`config.mk`:
```
export PLATFORM = sky130hd
export DESIGN_NAME = axi_lite_user_bridge
export DESIGN_NICKNAME = d
export VERILOG_FILES = /design/src/rtl/axi_lite_user_pkg.sv /design/src/rtl/axi_lite_user_irq.sv /design/src/rtl/axi_lite_user_bridge.sv
export SDC_FILE = /design/constraint.sdc
export NUM_CORES = 1
export LEC_CHECK = 0
export BUFFER_PORTS_ARGS = -buffer_cell sky130_fd_sc_hd__buf_4
export CORE_MARGIN = 5
export CORE_UTILIZATION = 43
export CTS_BUF_LIST = sky130_fd_sc_hd__clkbuf_16
export DETAILED_ROUTE_END_ITERATION = 8
export HOLD_SLACK_MARGIN = 0.05
export PLACE_DENSITY = 0.83
export REMOVE_ABC_BUFFERS = 1
export SYNTH_ARGS = -nofsm -noshare
export SYNTH_HDL_FRONTEND = slang
export SYNTH_SLANG_ARGS = --single-unit
```
`constraint.sdc`:
```
create_clock -name S_AXI_ACLK -period 2 [get_ports S_AXI_ACLK]
set_clock_uncertainty 0.2 [all_clocks]
set_input_delay 0.1 -clock S_AXI_ACLK [delete_from_list [all_inputs] [get_ports S_AXI_ACLK]]
set_output_delay 0.1 -clock S_AXI_ACLK [all_outputs]
set_load 0.005 [all_outputs]
```
`src/rtl/axi_lite_user_pkg.sv`:
```
// rtl/axi_lite_user_pkg.sv - shared response codes, register offsets and FSM states for the user bridge
package axi_lite_user_pkg;

  localparam logic [1:0] RESP_OKAY   = 2'b00;
  localparam logic [1:0] RESP_SLVERR = 2'b10;

  localparam logic [1:0] REG_PENDING = 2'd0;
  localparam logic [1:0] REG_MASK    = 2'd1;
  localparam logic [1:0] REG_CLEAR   = 2'd2;

  typedef enum logic [2:0] {
    IDLE,
    WR_ISSUE,
    WR_WAIT,
    WR_RESP,
    RD_ISSUE,
    RD_WAIT,
    RD_RESP
  } state_t;

endpackage

```
`src/rtl/axi_lite_user_irq.sv`:
```
// rtl/axi_lite_user_irq.sv - user interrupt edge detect, pending/mask registers and host interrupt
module axi_lite_user_irq
  import axi_lite_user_pkg::*;
#(
  parameter int NUM_IRQ = 4
) (
  input  logic               clk,
  input  logic               rst_n,
  input  logic [NUM_IRQ-1:0] irq,
  input  logic               reg_wr,
  input  logic [1:0]         reg_off,
  input  logic [31:0]        reg_wdata,
  input  logic [3:0]         reg_wstrb,
  output logic [31:0]        reg_rdata,
  output logic               host_interrupt
);

  logic [NUM_IRQ-1:0] irq_q;
  logic [NUM_IRQ-1:0] pending;
  logic [NUM_IRQ-1:0] mask;
  logic [NUM_IRQ-1:0] mask_nxt;
  logic [NUM_IRQ-1:0] clr_bits;
  logic [31:0]        byte_en;
  logic               unused_wr_bits;

  assign byte_en = {{8{reg_wstrb[3]}}, {8{reg_wstrb[2]}}, {8{reg_wstrb[1]}}, {8{reg_wstrb[0]}}};
  assign unused_wr_bits = ^{reg_wdata, byte_en};

  always_comb begin
    mask_nxt = mask;
    clr_bits = '0;
    for (int i = 0; i < NUM_IRQ; i++) begin
      if (reg_wr && reg_off == REG_MASK && byte_en[i])
        mask_nxt[i] = reg_wdata[i];
      if (reg_wr && reg_off == REG_CLEAR && byte_en[i] && reg_wdata[i])
        clr_bits[i] = 1'b1;
    end
  end

  always_comb begin
    reg_rdata = '0;
    case (reg_off)
      REG_PENDING: reg_rdata[NUM_IRQ-1:0] = pending;
      REG_MASK:    reg_rdata[NUM_IRQ-1:0] = mask;
      default:     reg_rdata = '0;
    endcase
  end

  // A fresh edge is OR-ed in after the clear, so set beats clear in the same cycle.
  always_ff @(posedge clk or negedge rst_n) begin
    if (!rst_n) begin
      irq_q          <= '0;
      pending        <= '0;
      mask           <= '0;
      host_interrupt <= 1'b0;
    end else begin
      irq_q          <= irq;
      pending        <= (pending & ~clr_bits) | (irq & ~irq_q);
      mask           <= mask_nxt;
      host_interrupt <= |(pending & mask);
    end
  end

endmodule

```
`src/rtl/axi_lite_user_bridge.sv`:
```
// rtl/axi_lite_user_bridge.sv - AXI4-Lite slave to user register bus with wait states, timeout and IRQ block
module axi_lite_user_bridge
  import axi_lite_user_pkg::*;
#(
  parameter int ADDR_W      = 12,
  parameter int NUM_IRQ     = 4,
  parameter int TIMEOUT_CYC = 255
) (
  input  logic               S_AXI_ACLK,
  input  logic               S_AXI_ARESETN,
  input  logic [31:0]        S_AXI_AWADDR,
  input  logic               S_AXI_AWVALID,
  output logic               S_AXI_AWREADY,
  input  logic [31:0]        S_AXI_WDATA,
  input  logic [3:0]         S_AXI_WSTRB,
  input  logic               S_AXI_WVALID,
  output logic               S_AXI_WREADY,
  output logic [1:0]         S_AXI_BRESP,
  output logic               S_AXI_BVALID,
  input  logic               S_AXI_BREADY,
  input  logic [31:0]        S_AXI_ARADDR,
  input  logic               S_AXI_ARVALID,
  output logic               S_AXI_ARREADY,
  output logic [31:0]        S_AXI_RDATA,
  output logic [1:0]         S_AXI_RRESP,
  output logic               S_AXI_RVALID,
  input  logic               S_AXI_RREADY,
  output logic               user_clk,
  output logic [ADDR_W-1:0]  user_addr,
  output logic               user_wren,
  output logic [3:0]         user_wstrb,
  output logic [31:0]        user_wr_data,
  input  logic               user_wr_ack,
  output logic               user_rden,
  input  logic [31:0]        user_rd_data,
  input  logic               user_rd_valid,
  input  logic [NUM_IRQ-1:0] user_irq,
  output logic               host_interrupt
);

  state_t            state, state_nxt;
  logic              active;
  logic              prefer_wr;
  logic [ADDR_W:0]   addr_q;
  logic [31:0]       wdata_q;
  logic [3:0]        wstrb_q;
  logic [15:0]       cnt;
  logic [1:0]        bresp_q, rresp_q;
  logic [31:0]       rdata_q;
  logic              internal;
  logic              timeout;
  logic              take_wr, take_rd;
  logic              irq_wr;
  logic [31:0]       irq_rdata;
  logic              unused_addr;

  assign user_clk     = S_AXI_ACLK;
  assign internal     = addr_q[ADDR_W];
  assign user_addr    = addr_q[ADDR_W-1:0];
  assign user_wstrb   = wstrb_q;
  assign user_wr_data = wdata_q;
  assign timeout      = (cnt == 16'(TIMEOUT_CYC - 1));
  assign unused_addr  = ^{S_AXI_AWADDR[31:ADDR_W+1], S_AXI_ARADDR[31:ADDR_W+1]};

  assign S_AXI_BVALID = (state == WR_RESP);
  assign S_AXI_RVALID = (state == RD_RESP);
  assign S_AXI_BRESP  = bresp_q;
  assign S_AXI_RRESP  = rresp_q;
  assign S_AXI_RDATA  = rdata_q;

  // active keeps the READYs low while reset is asserted even if a master drives VALID.
  assign take_wr = active && S_AXI_AWVALID && S_AXI_WVALID && (prefer_wr || !S_AXI_ARVALID);
  assign take_rd = active && S_AXI_ARVALID && !take_wr;

  always_ff @(posedge S_AXI_ACLK or negedge S_AXI_ARESETN) begin
    if (!S_AXI_ARESETN) state <= IDLE;
    else                state <= state_nxt;
  end

  always_comb begin
    state_nxt     = state;
    S_AXI_AWREADY = 1'b0;
    S_AXI_WREADY  = 1'b0;
    S_AXI_ARREADY = 1'b0;
    user_wren     = 1'b0;
    user_rden     = 1'b0;
    irq_wr        = 1'b0;
    case (state)
      IDLE: begin
        if (take_wr) begin
          S_AXI_AWREADY = 1'b1;
          S_AXI_WREADY  = 1'b1;
          state_nxt     = WR_ISSUE;
        end else if (take_rd) begin
          S_AXI_ARREADY = 1'b1;
          state_nxt     = RD_ISSUE;
        end
      end
      WR_ISSUE: begin
        if (internal) begin
          irq_wr    = 1'b1;
          state_nxt = WR_RESP;
        end else begin
          user_wren = 1'b1;
          state_nxt = user_wr_ack ? WR_RESP : WR_WAIT;
        end
      end
      WR_WAIT:  if (user_wr_ack || timeout) state_nxt = WR_RESP;
      WR_RESP:  if (S_AXI_BREADY) state_nxt = IDLE;
      RD_ISSUE: begin
        if (internal) begin
          state_nxt = RD_RESP;
        end else begin
          user_rden = 1'b1;
          state_nxt = user_rd_valid ? RD_RESP : RD_WAIT;
        end
      end
      RD_WAIT:  if (user_rd_valid || timeout) state_nxt = RD_RESP;
      RD_RESP:  if (S_AXI_RREADY) state_nxt = IDLE;
      default:  state_nxt = IDLE;
    endcase
  end

  always_ff @(posedge S_AXI_ACLK or negedge S_AXI_ARESETN) begin
    if (!S_AXI_ARESETN) begin
      active    <= 1'b0;
      prefer_wr <= 1'b1;
      addr_q    <= '0;
      wdata_q   <= '0;
      wstrb_q   <= '0;
      cnt       <= '0;
      bresp_q   <= RESP_OKAY;
      rresp_q   <= RESP_OKAY;
      rdata_q   <= '0;
    end else begin
      active <= 1'b1;
      if (S_AXI_AWREADY) begin
        addr_q    <= S_AXI_AWADDR[ADDR_W:0];
        wdata_q   <= S_AXI_WDATA;
        wstrb_q   <= S_AXI_WSTRB;
        prefer_wr <= 1'b0;
      end
      if (S_AXI_ARREADY) begin
        addr_q    <= S_AXI_ARADDR[ADDR_W:0];
        prefer_wr <= 1'b1;
      end
      case (state)
        WR_ISSUE, RD_ISSUE: cnt <= '0;
        WR_WAIT,  RD_WAIT:  cnt <= cnt + 16'd1;
        default:            cnt <= cnt;
      endcase
      if (state == WR_ISSUE)
        bresp_q <= RESP_OKAY;
      if (state == WR_WAIT)
        bresp_q <= (!user_wr_ack && timeout) ? RESP_SLVERR : RESP_OKAY;
      if (state == RD_ISSUE) begin
        rresp_q <= RESP_OKAY;
        if (internal)           rdata_q <= irq_rdata;
        else if (user_rd_valid) rdata_q <= user_rd_data;
      end
      if (state == RD_WAIT) begin
        if (user_rd_valid) begin
          rdata_q <= user_rd_data;
          rresp_q <= RESP_OKAY;
        end else if (timeout) begin
          rdata_q <= '0;
          rresp_q <= RESP_SLVERR;
        end
      end
    end
  end

  axi_lite_user_irq #(
    .NUM_IRQ(NUM_IRQ)
  ) u_irq (
    .clk            (S_AXI_ACLK),
    .rst_n          (S_AXI_ARESETN),
    .irq            (user_irq),
    .reg_wr         (irq_wr),
    .reg_off        (addr_q[3:2]),
    .reg_wdata      (wdata_q),
    .reg_wstrb      (wstrb_q),
    .reg_rdata      (irq_rdata),
    .host_interrupt (host_interrupt)
  );

endmodule

```
* After elaboration in Yosys (flattened, before gate mapping)
Cells that the tools add are included.
** Operators by class
- Add/subtract/negate cells :: 1
- Eq/ne operators :: 14
- Multiplexer cells :: 44
- Bitwise gates (word level) :: 6
- Reduce and logical (&&, ||, !) cells :: 29
** Operator list (count)
- $mux 32 :: 6
- $pmux 16 s2 :: 1
- $mux 13 :: 2
- $pmux 3 s7 :: 1
- $mux 1 :: 18
- $mux 2 :: 9
- $mux 3 :: 6
- $add 16x1->16 const B :: 1
- $eq 16x8->1 const B :: 1
- $logic_and 1x1->1 :: 14
- $and 4x4->4 :: 3
- $eq 3x3->1 const B :: 3
- $not 4->4 :: 2
- $pmux 4 s2 :: 1
- $eq 3x2->1 const B :: 2
- $reduce_bool 2->1 :: 3
- $reduce_and 5->1 :: 1
- $ne 2x1->1 const B :: 2
- $ne 2x2->1 const B :: 2
- $or 4x4->4 :: 1
- $reduce_or 2->1 :: 2
- $reduce_or 4->1 :: 1
- $eq 3x1->1 const B :: 1
- $logic_not 1->1 :: 3
- 6 further kinds :: 8
** Word-level totals
- Bits in registers :: 119
- Input bits :: 145
- Word-level logic and storage cells :: 108

* Depth between registers and ports, before layout
- Depth after elaboration :: 9
- Mapped depth :: 8

* Modules after synthesis
From an unflattened synthesis, not the netlist that was laid out.
** Second synthesis, totals
- Cell total of the unflattened synthesis :: 669
- Area, all modules :: 6402.4 um^2
** Modules (own cells, without submodules)
- axi_lite_user_bridge :: times used 1, cells each 593, area an instance 5607.9 um^2, seq. area each 2628.8 um^2
- axi_lite_user_irq :: times used 1, cells each 76, area an instance 794.5 um^2, seq. area each 325.3 um^2

==> impl_results.md <==
* Area leader, netlist: dfrtp_1
* GRT Util Overall at a little over a quarter
* Startpoint Class: flip-flop
* Internal at around 8 mW
* # IOs at between 200 and 250
* Synth top cells by count: dfrtp_1, nand2_1, mux2_2
* Leakage at ~4.5 nW
* Final Max Slew Viols at 0
* Antenna Violating Nets Remaining at 0
* Design Power at between 10 and 15 mW
* DRC violations left at 0
* Die H at 120 um
* Power per cell area at around 1300 nW/um2
* Max-Slew Margin vs Limit at between 50 and 60%
* Fmax at approximately 470 MHz
* Largest net degree at the start of global routing at roughly 120
* Core box area at 12000 um2
* Crit path arrival time at about 1.8 ns
* Synth top area cells: dfrtp_1, mux2_2, a22o_1, buf_4, nand2_1
* Starting Density at 43.7%
* Tcrit/Tclk final at 106%
* Register area at between 2000 and 3000 um2
* Top fanout value on the critical path at 2
* Drt first pass iters at 5
* Vias at a little over 5k
* Yosys warnings at 0
* Crit-path max cell delay at about 0.42 ns
* GP Congestion at around 0.83
* Reg2Reg Depth at 6
* Cells after Synth at around 440
* Worst setup path class: reg2out
* Most common cell in the synthesized netlist: dfrtp_1
* Worst vdd ir at 0.000806 V
* Final net count at around 930
* DP Cell Count at 780
* Vias per cell at 5.40
* Die area at about 14000 um2
* Initial DRC count at approximately 230
* Layout cells sized above 1 at about 44%
* Drt wl/cell at ~21 um
* First-pass GRT wire length at between 20000 and 30000 um
* Yosys cell types at 56
* Sw frac at 31.7%
* Synth Cell Area at 5220 um2
* Most used DFF post-synth: dfrtp_1
* # rows at 40
* Slowest stage cell on the critical path: or3_4
* Reg2Reg Setup Slack at -0.07 ns
* Non-filler cells, final at ~950
* Hold Violations, Final at 0
* Util after Layout at slightly below 80%
* Clock Pin Slew Worst Setup and Hold Paths at around 0.05 ns
* Comb power frac at around two fifths
* Violated checks: setup timing
* Status: finished with violations
* PortBufs at 198
* Clock Power Share at a little over a quarter
* Dpl ws at -0.0476 ns
* Sequential Power Share at 32.8%
* GR Overflow Total at 0
* Final worst slack at -0.125 ns
* TritonCTS clock tree: done
* Seq/Total Area, Yosys at a little under three fifths
* Drt total wl at ~20000 um
* Post-Syn Area per Cell at 11.8 um2
* Cell mode on critical path: buf_6
* Initial antenna violation count at 0
* Cell Chain, Critical Path: or3_4 -> buf_8 -> a211oi_2 -> buf_6 -> buf_6
* Register bit total from synthesis at ~120
* Tightest Pin Transition at ~0.6 ns
* Endpoint class of the critical path: primary output
* # diodes at 0
* Max cap viols at 0
* Min Tclk post-route at ~2.1 ns
* Die X at around 120 um
* Crit path depth at 5
* Multi-input combinational cell area at 2190 um2
* Fill cells at around 660
* Ys async rst share at 100%
* RSZ-0062 raised after global routing: true
* Vias in the first global route at between 5k and 6k
* CP delay by family, top: simple AND/OR/NAND/NOR gates
* Share of the synthesized area in the top cell type at a little under three fifths
* CP required at around 1.7 ns
* Setup-failing EPs final at 44
* Psw at 3.81 mW
* Worst hold path type: in2async
* CP bufs+invs at 3
* DP Wirelength at around 10000 um
* Layout area overhead at 78.0%
* Clk_lat worst skew at 0.52 ns
* Post-synth EDFFs at 0
stage by stage:
step	setup TNS, ns	hold WS, ns	area [um2]
2_1_floorplan	-91.11	-0.396	4970
3_3_place_gp	0	-0.0192	6930
3_5_place_dp	-1.00	-0.0192	6930
4_1_cts	-2.33	0.0518	9160
5_1_grt	-4.23	0.0649	9300
6_report	-1.74	0.0233	9300
sequential cells by signal (all words and copies together), names as in the netlist:
name and cells:
S_AXI_RRESP 2, prefer_wr 1, user_wr_data 32, user_wstrb 4, addr_q 13, state 3, active 1, S_AXI_BRESP 1
u_irq.irq_q 4, u_irq.mask 4, u_irq.host_interrupt 1, S_AXI_RDATA 32, cnt 16, u_irq.pending 4
final timing paths:
kind,start,endpoint
min in group S_AXI_ACLK,user_irq[2],u_irq.irq_q[2]
setup / recovery,state[2],S_AXI_ARREADY
hold / removal,S_AXI_ARESETN,S_AXI_RDATA[30]
max in group asynchronous,S_AXI_ARESETN,user_wr_data[22]
hold reg to reg,addr_q[4],addr_q[4]
setup reg to reg,state[2],user_wr_data[7]
cell families after synthesis:
group | Yosys count | share of synthesized area, %
AND/OR/NAND/NOR | 128 | 12.9
flip-flops | 118 | 56.6
AO/OA/AOI/OAI | 94 | 14.1
buffers and inverters | 50 | 5.56
multiplexers | 44 | 9.39
XOR/XNOR | 5 | 0.839
adder cells (fa/ha/maj) | 2 | 0.479
other | 2 | 0.144
power by group through the flow:
stage,combinational [mW],sequential [mW],clock [mW]
after global routing,5.10,4.03,3.46
final,4.78,3.95,3.30
after floorplan,1.56,3.92,0
after CTS,4.55,3.85,3.33
after detailed placement,3.87,3.87,0.0324
after global placement,3.73,3.81,0.0324
worst reg2reg max path, stage by stage (launching register included):
cell and delay, ns:
dfrtp_1 0.37, or3_4 0.42, nor3_4 0.21, buf_6 0.18, buf_12 0.13, buf_16 0.13
mux2_4 0.31
repair_timing:
item | in CTS | in global routing
buffers inserted | 13 | 2
gates resized for setup | 45 | 30
pin swaps | 5 | 25
setup endpoints to repair | 44 | 89
cloned | 7 | 1
hold buffers | 109 | 1
endpoints found under the hold margin | 214 | 1
cells in the final DEF (no fill, tap or decap), drive strengths merged, types with 3 or more instances in the layout:
cell type	instances
dlygate4sd3	110
nor2	17
or4	4
o211ai	7
inv	15
and2	5
and4	4
clkbuf	21
a22oi	16
a22o	32
mux2i	4
nor3	6
a221o	4
xor2	5
nand2b	9
or3	5
bufinv	3
o21ai	11
nand3	9
a21oi	9
nand4	6
dfrtp	117
nand2	45
mux2	40
or2	3
nor4	4
buf	250
clkinv	7
layout make-up:
type | instances | share of cell area [%]
inverter | 11 | 0.444
clock inverter | 15 | 1.59
multi-input combinational | 275 | 23.5
sequential | 118 | 31.8
clock buffer | 21 | 5.47
timing repair buffer | 360 | 35.2
tap | 147 | 1.98
routing by layer:
layer	vias up	share of wire [%]	global-route usage [%]
met2	296	51	45.6
met1	2455	36	29.8
li1	2286	-	-
met4	0	4.2	12.3
met3	73	8.3	8.93
met5	-	0	0
Power figures use the tool's default switching activity.
